<file path="src/rtl/pipe_hazard_ctrl_pkg.sv">
// Shared RV32I definitions and the state encoding used by the hazard controller.
package pipe_hazard_ctrl_pkg;

  localparam int REG_IDX_W = 5;

  typedef logic [REG_IDX_W-1:0] reg_idx_t;

  localparam reg_idx_t REG_ZERO = '0;

  typedef enum logic [1:0] {
    ST_RESET_HOLD = 2'b00,
    ST_WARMUP     = 2'b01,
    ST_RUN        = 2'b10
  } hz_state_e;

endpackage

</file>
<file path="src/rtl/lu_hazard_detect.sv">
// Load-use comparator: a load in EX feeds a source register read in ID.
module lu_hazard_detect
  import pipe_hazard_ctrl_pkg::*;
(
  input  logic     ex_is_load_i,
  input  reg_idx_t ex_rd_i,
  input  reg_idx_t id_rs1_i,
  input  reg_idx_t id_rs2_i,
  input  logic     id_rs1_used_i,
  input  logic     id_rs2_used_i,
  output logic     hazard_o
);

  logic rs1_hit;
  logic rs2_hit;

  assign rs1_hit  = id_rs1_used_i && (id_rs1_i == ex_rd_i);
  assign rs2_hit  = id_rs2_used_i && (id_rs2_i == ex_rd_i);
  // x0 is hardwired to zero, so a load into it never creates a dependency
  assign hazard_o = ex_is_load_i && (ex_rd_i != REG_ZERO) && (rs1_hit || rs2_hit);

endmodule

</file>
<file path="src/rtl/pipe_hazard_ctrl.sv">
// Pipeline hazard controller: reset warm-up, ext stall, branch flush, load-use bubble.
//  state         | meaning
//  ST_RESET_HOLD | in or just out of reset; whole pipe held
//  ST_WARMUP     | stages released front to back, one per cycle
//  ST_RUN        | normal operation; stall/flush from live hazards
module pipe_hazard_ctrl
  import pipe_hazard_ctrl_pkg::*;
#(
  parameter int NSTAGES     = 6,
  parameter int FLUSH_DEPTH = 3,
  parameter int LU_STAGE    = 2,
  parameter int CNT_W       = 16
) (
  input  logic               clk,
  input  logic               rst_n,
  input  logic               branch_en_i,
  input  logic               ext_stall_i,
  input  logic               ex_is_load_i,
  input  reg_idx_t           ex_rd_i,
  input  reg_idx_t           id_rs1_i,
  input  reg_idx_t           id_rs2_i,
  input  logic               id_rs1_used_i,
  input  logic               id_rs2_used_i,
  output logic [NSTAGES-1:0] halt_o,
  output logic [NSTAGES-1:0] flush_o,
  output logic [1:0]         state_o,
  output logic [CNT_W-1:0]   stall_cnt_o
);

  localparam int CW = $clog2(NSTAGES);
  localparam logic [CW-1:0] WARM_LAST = CW'(NSTAGES - 2);

  function automatic logic [NSTAGES-1:0] range_mask(input int lo, input int hi);
    logic [NSTAGES-1:0] m;
    for (int i = 0; i < NSTAGES; i++) begin
      m[i] = (i >= lo) && (i <= hi);
    end
    return m;
  endfunction

  function automatic logic [NSTAGES-1:0] warm_mask(input int k);
    return range_mask(k + 2, NSTAGES - 1);
  endfunction

  localparam logic [NSTAGES-1:0] BR_FLUSH = range_mask(1, FLUSH_DEPTH);
  localparam logic [NSTAGES-1:0] LU_HALT  = range_mask(0, LU_STAGE - 1);
  localparam logic [NSTAGES-1:0] LU_FLUSH = range_mask(LU_STAGE, LU_STAGE);

  hz_state_e          state_q, state_d;
  logic [CW-1:0]      wcnt_q, wcnt_d;
  logic [NSTAGES-1:0] warm_q, warm_d;
  logic               lu_seen_q, lu_seen_d;
  logic [CNT_W-1:0]   stall_cnt_q, stall_cnt_d;
  logic               hazard;
  logic               lu_apply;

  lu_hazard_detect u_lu_hazard_detect (
    .ex_is_load_i  (ex_is_load_i),
    .ex_rd_i       (ex_rd_i),
    .id_rs1_i      (id_rs1_i),
    .id_rs2_i      (id_rs2_i),
    .id_rs1_used_i (id_rs1_used_i),
    .id_rs2_used_i (id_rs2_used_i),
    .hazard_o      (hazard)
  );

  // lu_seen_q makes the bubble one-shot: the held inputs of a just-bubbled pair do not re-stall
  always_comb begin
    halt_o   = '0;
    flush_o  = '0;
    lu_apply = 1'b0;
    case (state_q)
      ST_RESET_HOLD: halt_o = '1;
      ST_WARMUP:     halt_o = ext_stall_i ? '1 : warm_q;
      ST_RUN: begin
        if (ext_stall_i) begin
          halt_o = '1;
        end else if (branch_en_i) begin
          flush_o = BR_FLUSH;
        end else if (hazard && !lu_seen_q) begin
          halt_o   = LU_HALT;
          flush_o  = LU_FLUSH;
          lu_apply = 1'b1;
        end
      end
      default:       halt_o = '1;
    endcase
  end

  always_comb begin
    state_d     = state_q;
    wcnt_d      = wcnt_q;
    warm_d      = warm_q;
    lu_seen_d   = lu_apply;
    stall_cnt_d = stall_cnt_q;
    if (state_q == ST_RUN && halt_o[0] && stall_cnt_q != '1) begin
      stall_cnt_d = stall_cnt_q + CNT_W'(1);
    end
    case (state_q)
      ST_RESET_HOLD: begin
        state_d = ST_WARMUP;
        wcnt_d  = '0;
        warm_d  = warm_mask(0);
      end
      ST_WARMUP: begin
        if (!ext_stall_i) begin
          wcnt_d = wcnt_q + CW'(1);
          warm_d = warm_mask(int'(wcnt_d));
          if (wcnt_d == WARM_LAST) state_d = ST_RUN;
        end
      end
      ST_RUN:  state_d = ST_RUN;
      default: state_d = ST_RESET_HOLD;
    endcase
  end

  always_ff @(posedge clk) begin
    if (!rst_n) begin
      state_q     <= ST_RESET_HOLD;
      wcnt_q      <= '0;
      warm_q      <= '1;
      lu_seen_q   <= 1'b0;
      stall_cnt_q <= '0;
    end else begin
      state_q     <= state_d;
      wcnt_q      <= wcnt_d;
      warm_q      <= warm_d;
      lu_seen_q   <= lu_seen_d;
      stall_cnt_q <= stall_cnt_d;
    end
  end

  assign state_o     = state_q;
  assign stall_cnt_o = stall_cnt_q;

endmodule

</file>
<file path="config.mk">
export PLATFORM = sky130hd
export DESIGN_NAME = pipe_hazard_ctrl
export DESIGN_NICKNAME = d
export VERILOG_FILES = /design/src/rtl/pipe_hazard_ctrl_pkg.sv /design/src/rtl/lu_hazard_detect.sv /design/src/rtl/pipe_hazard_ctrl.sv
export SDC_FILE = /design/constraint.sdc
export NUM_CORES = 1
export LEC_CHECK = 0
export CAP_MARGIN = 20
export CELL_PAD_IN_SITES_DETAIL_PLACEMENT = 1
export CELL_PAD_IN_SITES_GLOBAL_PLACEMENT = 2
export CORE_UTILIZATION = 28
export DETAILED_ROUTE_END_ITERATION = 6
export PLACE_DENSITY = 0.92
export SLEW_MARGIN = 25
export SYNTH_ARGS = -nofsm -noshare
export SYNTH_HDL_FRONTEND = slang
export SYNTH_SLANG_ARGS = --single-unit
</file>
<file path="constraint.sdc">
create_clock -name clk -period 5.89 [get_ports clk]
set_input_delay 1.178 -clock clk [delete_from_list [all_inputs] [get_ports clk]]
set_output_delay 1.178 -clock clk [all_outputs]
set_load 0.01 [all_outputs]
</file>
==> impl_results.md <==
- Destination of the worst register-to-register timing path: stall_cnt_o[1]
- Final setup vio count: 0
- Starting utilization of the core area: between 20 and 30%
- Largest stage delay on the critical path: about 570 ps
- Critical Path Start Type: primary input
- Top-level port count: 52
- Minimum clock period after layout: 4520 ps
- Sum of negative setup slack: 0 ps
- Max Fclk: about 220 MHz
- Die Span Y: a little over 80 um
- Layout Cells excl Fill: around 330
- Maximum number of pins on one net before global-route repair: 29
- Reg-to-reg setup timing slack: approximately 3400 ps
- Antenna violations before repair: 0
- Count of placed standard cells including taps: about 320
- Final Wtd Congestion: 0.706
- Number of distinct library cells after synthesis: between 40 and 50
- Worst Setup Path Type: primary input to output port
- Setup WS post-layout: around 1400 ps
- Global-route usage over all layers: between 10 and 15%
- CTS max path bufs: 2
- Worst-Skew Late Latency: 280 ps
- Slowest cell on the critical path: sky130_fd_sc_hd__clkdlybuf4s50_1
- Synth Cell Area: 1730 um2
- Number of buffer and inverter instances along the worst setup path: 2
- CP delay by family, top: buffers and inverters
- RSZ-0062 raised after global routing: false
- Utilization of the core after routing: between 30% and 40%
- Post-CTS Hold Buffers: 0
- Pre-CTS setup slack: 1330 ps
- Slew at the pin closest to its max-slew limit: 944 ps
- Final Hold Viols: 0
- Leading cell types in the layout, fill and taps excluded: sky130_fd_sc_hd__clkdlybuf4s50_1, sky130_fd_sc_hd__dfxtp_1, sky130_fd_sc_hd__a21oi_1, sky130_fd_sc_hd__nor2_1, sky130_fd_sc_hd__nand2_1
- Die Outline Area: around 6500 um2
- Post-DP HPWL: roughly 3400 um
- Most frequent standard cell in the layout excluding fill and tap cells: sky130_fd_sc_hd__clkdlybuf4s50_1
- Diodes inserted: 0
- Mean instance size in the synthesized netlist: around 8 um2
- Antenna violation net count after detailed routing: 0
- Yosys warning count: 0
- Leading post-synthesis cells by cell area: sky130_fd_sc_hd__dfxtp_1, sky130_fd_sc_hd__ha_1, sky130_fd_sc_hd__a21oi_1, sky130_fd_sc_hd__xnor2_1, sky130_fd_sc_hd__nor2_1
- Power per cell area: 323 nW/um2
- Worst Path Max Fanout: 3
- Wire length the detailed router placed on met1: 2180 um
- Count of fill cells added during filler insertion: 724
- Number of nets in the finished design: 287
- Startpoint of the worst hold path: warm_q[0]
- Detailed Route Iter0 Violations: between 50 and 60
- Clock transition time at the flip-flop clock pins of the worst setup and hold paths: approximately 100 ps
- Synth-to-Final Area Change: 32.6%
- Max-slew violation count: 0
- Worst hold path class: register to register
- Wirelength, routed: roughly 4600 um
- H-tree depth: 1
- R2r worst-path depth: 8
- Detailed Routing Iterations Pass 1: 6
- IR drop worst, VDD: ~0.11 mV
- Vias: around 1.7k
- Startpoint of the lowest-slack register-to-register path: state_o[0]
- First-pass GRT wire length: about 7600 um
- Max-cap violations: 0
- Arrival time reported for the critical path endpoint: between 3000 and 4000 ps
- Sinks on Clock Net: 28
- Yosys top cell by area: sky130_fd_sc_hd__dfxtp_1
- Area share of the largest cell type after synthesis: about a third
- Crit path top cell by count: sky130_fd_sc_hd__clkdlybuf4s50_1
- Worst Hold End: warm_q[0]
- Area occupied by registers: about 560 um2
- Clock Skews: approximately 4.0 ps
- CTS Buf Count: 3
- Setup repair bufs after CTS: 0
- Count of buffers from port buffering: between 40 and 50
- Routed wire length on met2: a little over 2000 um
- Total length of routed met3 wires: 271 um
- Average detailed-routed wire length per instance: approximately 14 um
- Routed via count divided by cell count: between 5 and 6
- Root cell of the clock tree: sky130_fd_sc_hd__clkbuf_8
- Final period util: 76.7%
- Site Rows: 28
- Vias in the first global route: 1676
- Outcome: finished, final reports clean
- Critical path capture point type: output port
- Hold Path Depth: 2
- Share of layout cells above drive strength 1: roughly 4%
- Number of gates resized after CTS: 0
- Total area of multi-input combinational cells: slightly above 1000 um2
- Flip-flop and latch count after synthesis: 28
- Global route total overflow: 0
- CTS tree: done
- Crit-path cells: clkdlybuf4s50_1, xnor2_1, nand4_1, o22ai_1, nand2_1, o221ai_1, clkdlybuf4s50_1
- Static leakage: around 0.79 nW
- Chip Width: ~81 um
- Required time of the critical path: about 4700 ps
- Highest signal layer in the routed design: met4
- Share of the yosys chip area belonging to registers: about a third
- Ys flop type: sky130_fd_sc_hd__dfxtp_1
- Core Box Area: around 6000 um2
- Post-route DRC: 0
- Count of flip-flops with a built-in enable after synthesis: 0
- Rel. slew slack: between 30 and 40%
- Share of flip-flops with an asynchronous set or reset: 0%
- Post-Synthesis Cells: 211
[worst min-delay path, stage by stage (launching register included)]
cell and delay [ps]:
sky130_fd_sc_hd__dfxtp_1 320, sky130_fd_sc_hd__nand2_1 50, sky130_fd_sc_hd__nand3_1 60
[cell families (layout without fill, tap and decap cells)]
family          Yosys count  in the layout  share of synthesized area, %
buf+inv                  26             65                          7.96
fa+ha+maj                12             12                          8.68
xor+xnor                 12             12                          6.08
mux                       3              3                          1.74
simple gates             74             74                          22.2
other cells               1              3                         0.217
compound gates           55             55                          20.7
flops                    28             28                          32.4
[worst max path at each step]
stage | from | end | slack [ps] | cells past startpoint
2_1_floorplan | ex_rd_i[1] | halt_o[0] | 2520 | 3
3_3_place_gp | ex_rd_i[4] | halt_o[1] | 1390 | 7
3_5_place_dp | ex_rd_i[4] | halt_o[1] | 1330 | 7
4_1_cts | ex_rd_i[4] | halt_o[1] | 1320 | 7
5_1_grt | ex_rd_i[0] | halt_o[1] | 1200 | 7
6_report | ex_rd_i[4] | halt_o[1] | 1370 | 7
[cells in the mapped netlist (2+ instances only)]
| cell type | number |
|---|---|
| sky130_fd_sc_hd__inv_1 | 13 |
| sky130_fd_sc_hd__or4_1 | 5 |
| sky130_fd_sc_hd__and4_1 | 3 |
| sky130_fd_sc_hd__o31ai_1 | 5 |
| sky130_fd_sc_hd__a22oi_1 | 2 |
| sky130_fd_sc_hd__xor2_1 | 2 |
| sky130_fd_sc_hd__clkbuf_1 | 5 |
| sky130_fd_sc_hd__nand2_1 | 16 |
| sky130_fd_sc_hd__ha_1 | 12 |
| sky130_fd_sc_hd__nand2b_1 | 2 |
| sky130_fd_sc_hd__nand3_1 | 8 |
| sky130_fd_sc_hd__a21oi_1 | 20 |
| sky130_fd_sc_hd__nor2_1 | 19 |
| sky130_fd_sc_hd__dfxtp_1 | 28 |
| sky130_fd_sc_hd__buf_4 | 4 |
| sky130_fd_sc_hd__nor4_1 | 2 |
| sky130_fd_sc_hd__mux2i_1 | 3 |
| sky130_fd_sc_hd__nand4_1 | 5 |
| sky130_fd_sc_hd__o21ai_1 | 8 |
| sky130_fd_sc_hd__xnor2_1 | 10 |
| sky130_fd_sc_hd__or3_1 | 7 |
| sky130_fd_sc_hd__o211ai_1 | 2 |
| sky130_fd_sc_hd__o21ai_0 | 5 |
[layer usage]
layer | GRT usage (%) | vias to the layer above
li1 | - | 831
met1 | 18.6 | 791
met2 | 26.3 | 37
met3 | 1.59 | 2
met4 | 4.29 | 0
met5 | 0 | -
[final cells by class]
cell class	instances	area share, %
Tap cell	75	4.09
Sequential cell	28	24.4
Clock buffer	3	1.80
Inverter	13	2.13
Multi-Input combinational cell	159	45.3
Clock inverter	1	1.31
Timing Repair Buffer	48	20.9
[registers in the layout, summed over array words and instances, names as in the netlist]
signal / count
stall_cnt_o: 16
warm_q: 6
wcnt_q: 3
state_o: 2
lu_seen_q: 1
[metrics by stage]
step                hold WS [ps]  instance area (um2)  total power, mW
finish                       480                 2290            0.741
floorplan                    436                 1740            0.455
global route                 513                 2290            0.797
detailed placement           459                 2220            0.596
CTS                          483                 2290            0.751
global placement             453                 2220            0.590
[power breakdown]
part,internal [mW],total [mW],switching (mW)
Sequential,0.214,0.232,0.0177
Clock,0.0910,0.155,0.0637
Combinational,0.163,0.354,0.192
Note: power is estimated with default switching activity, not from simulation.
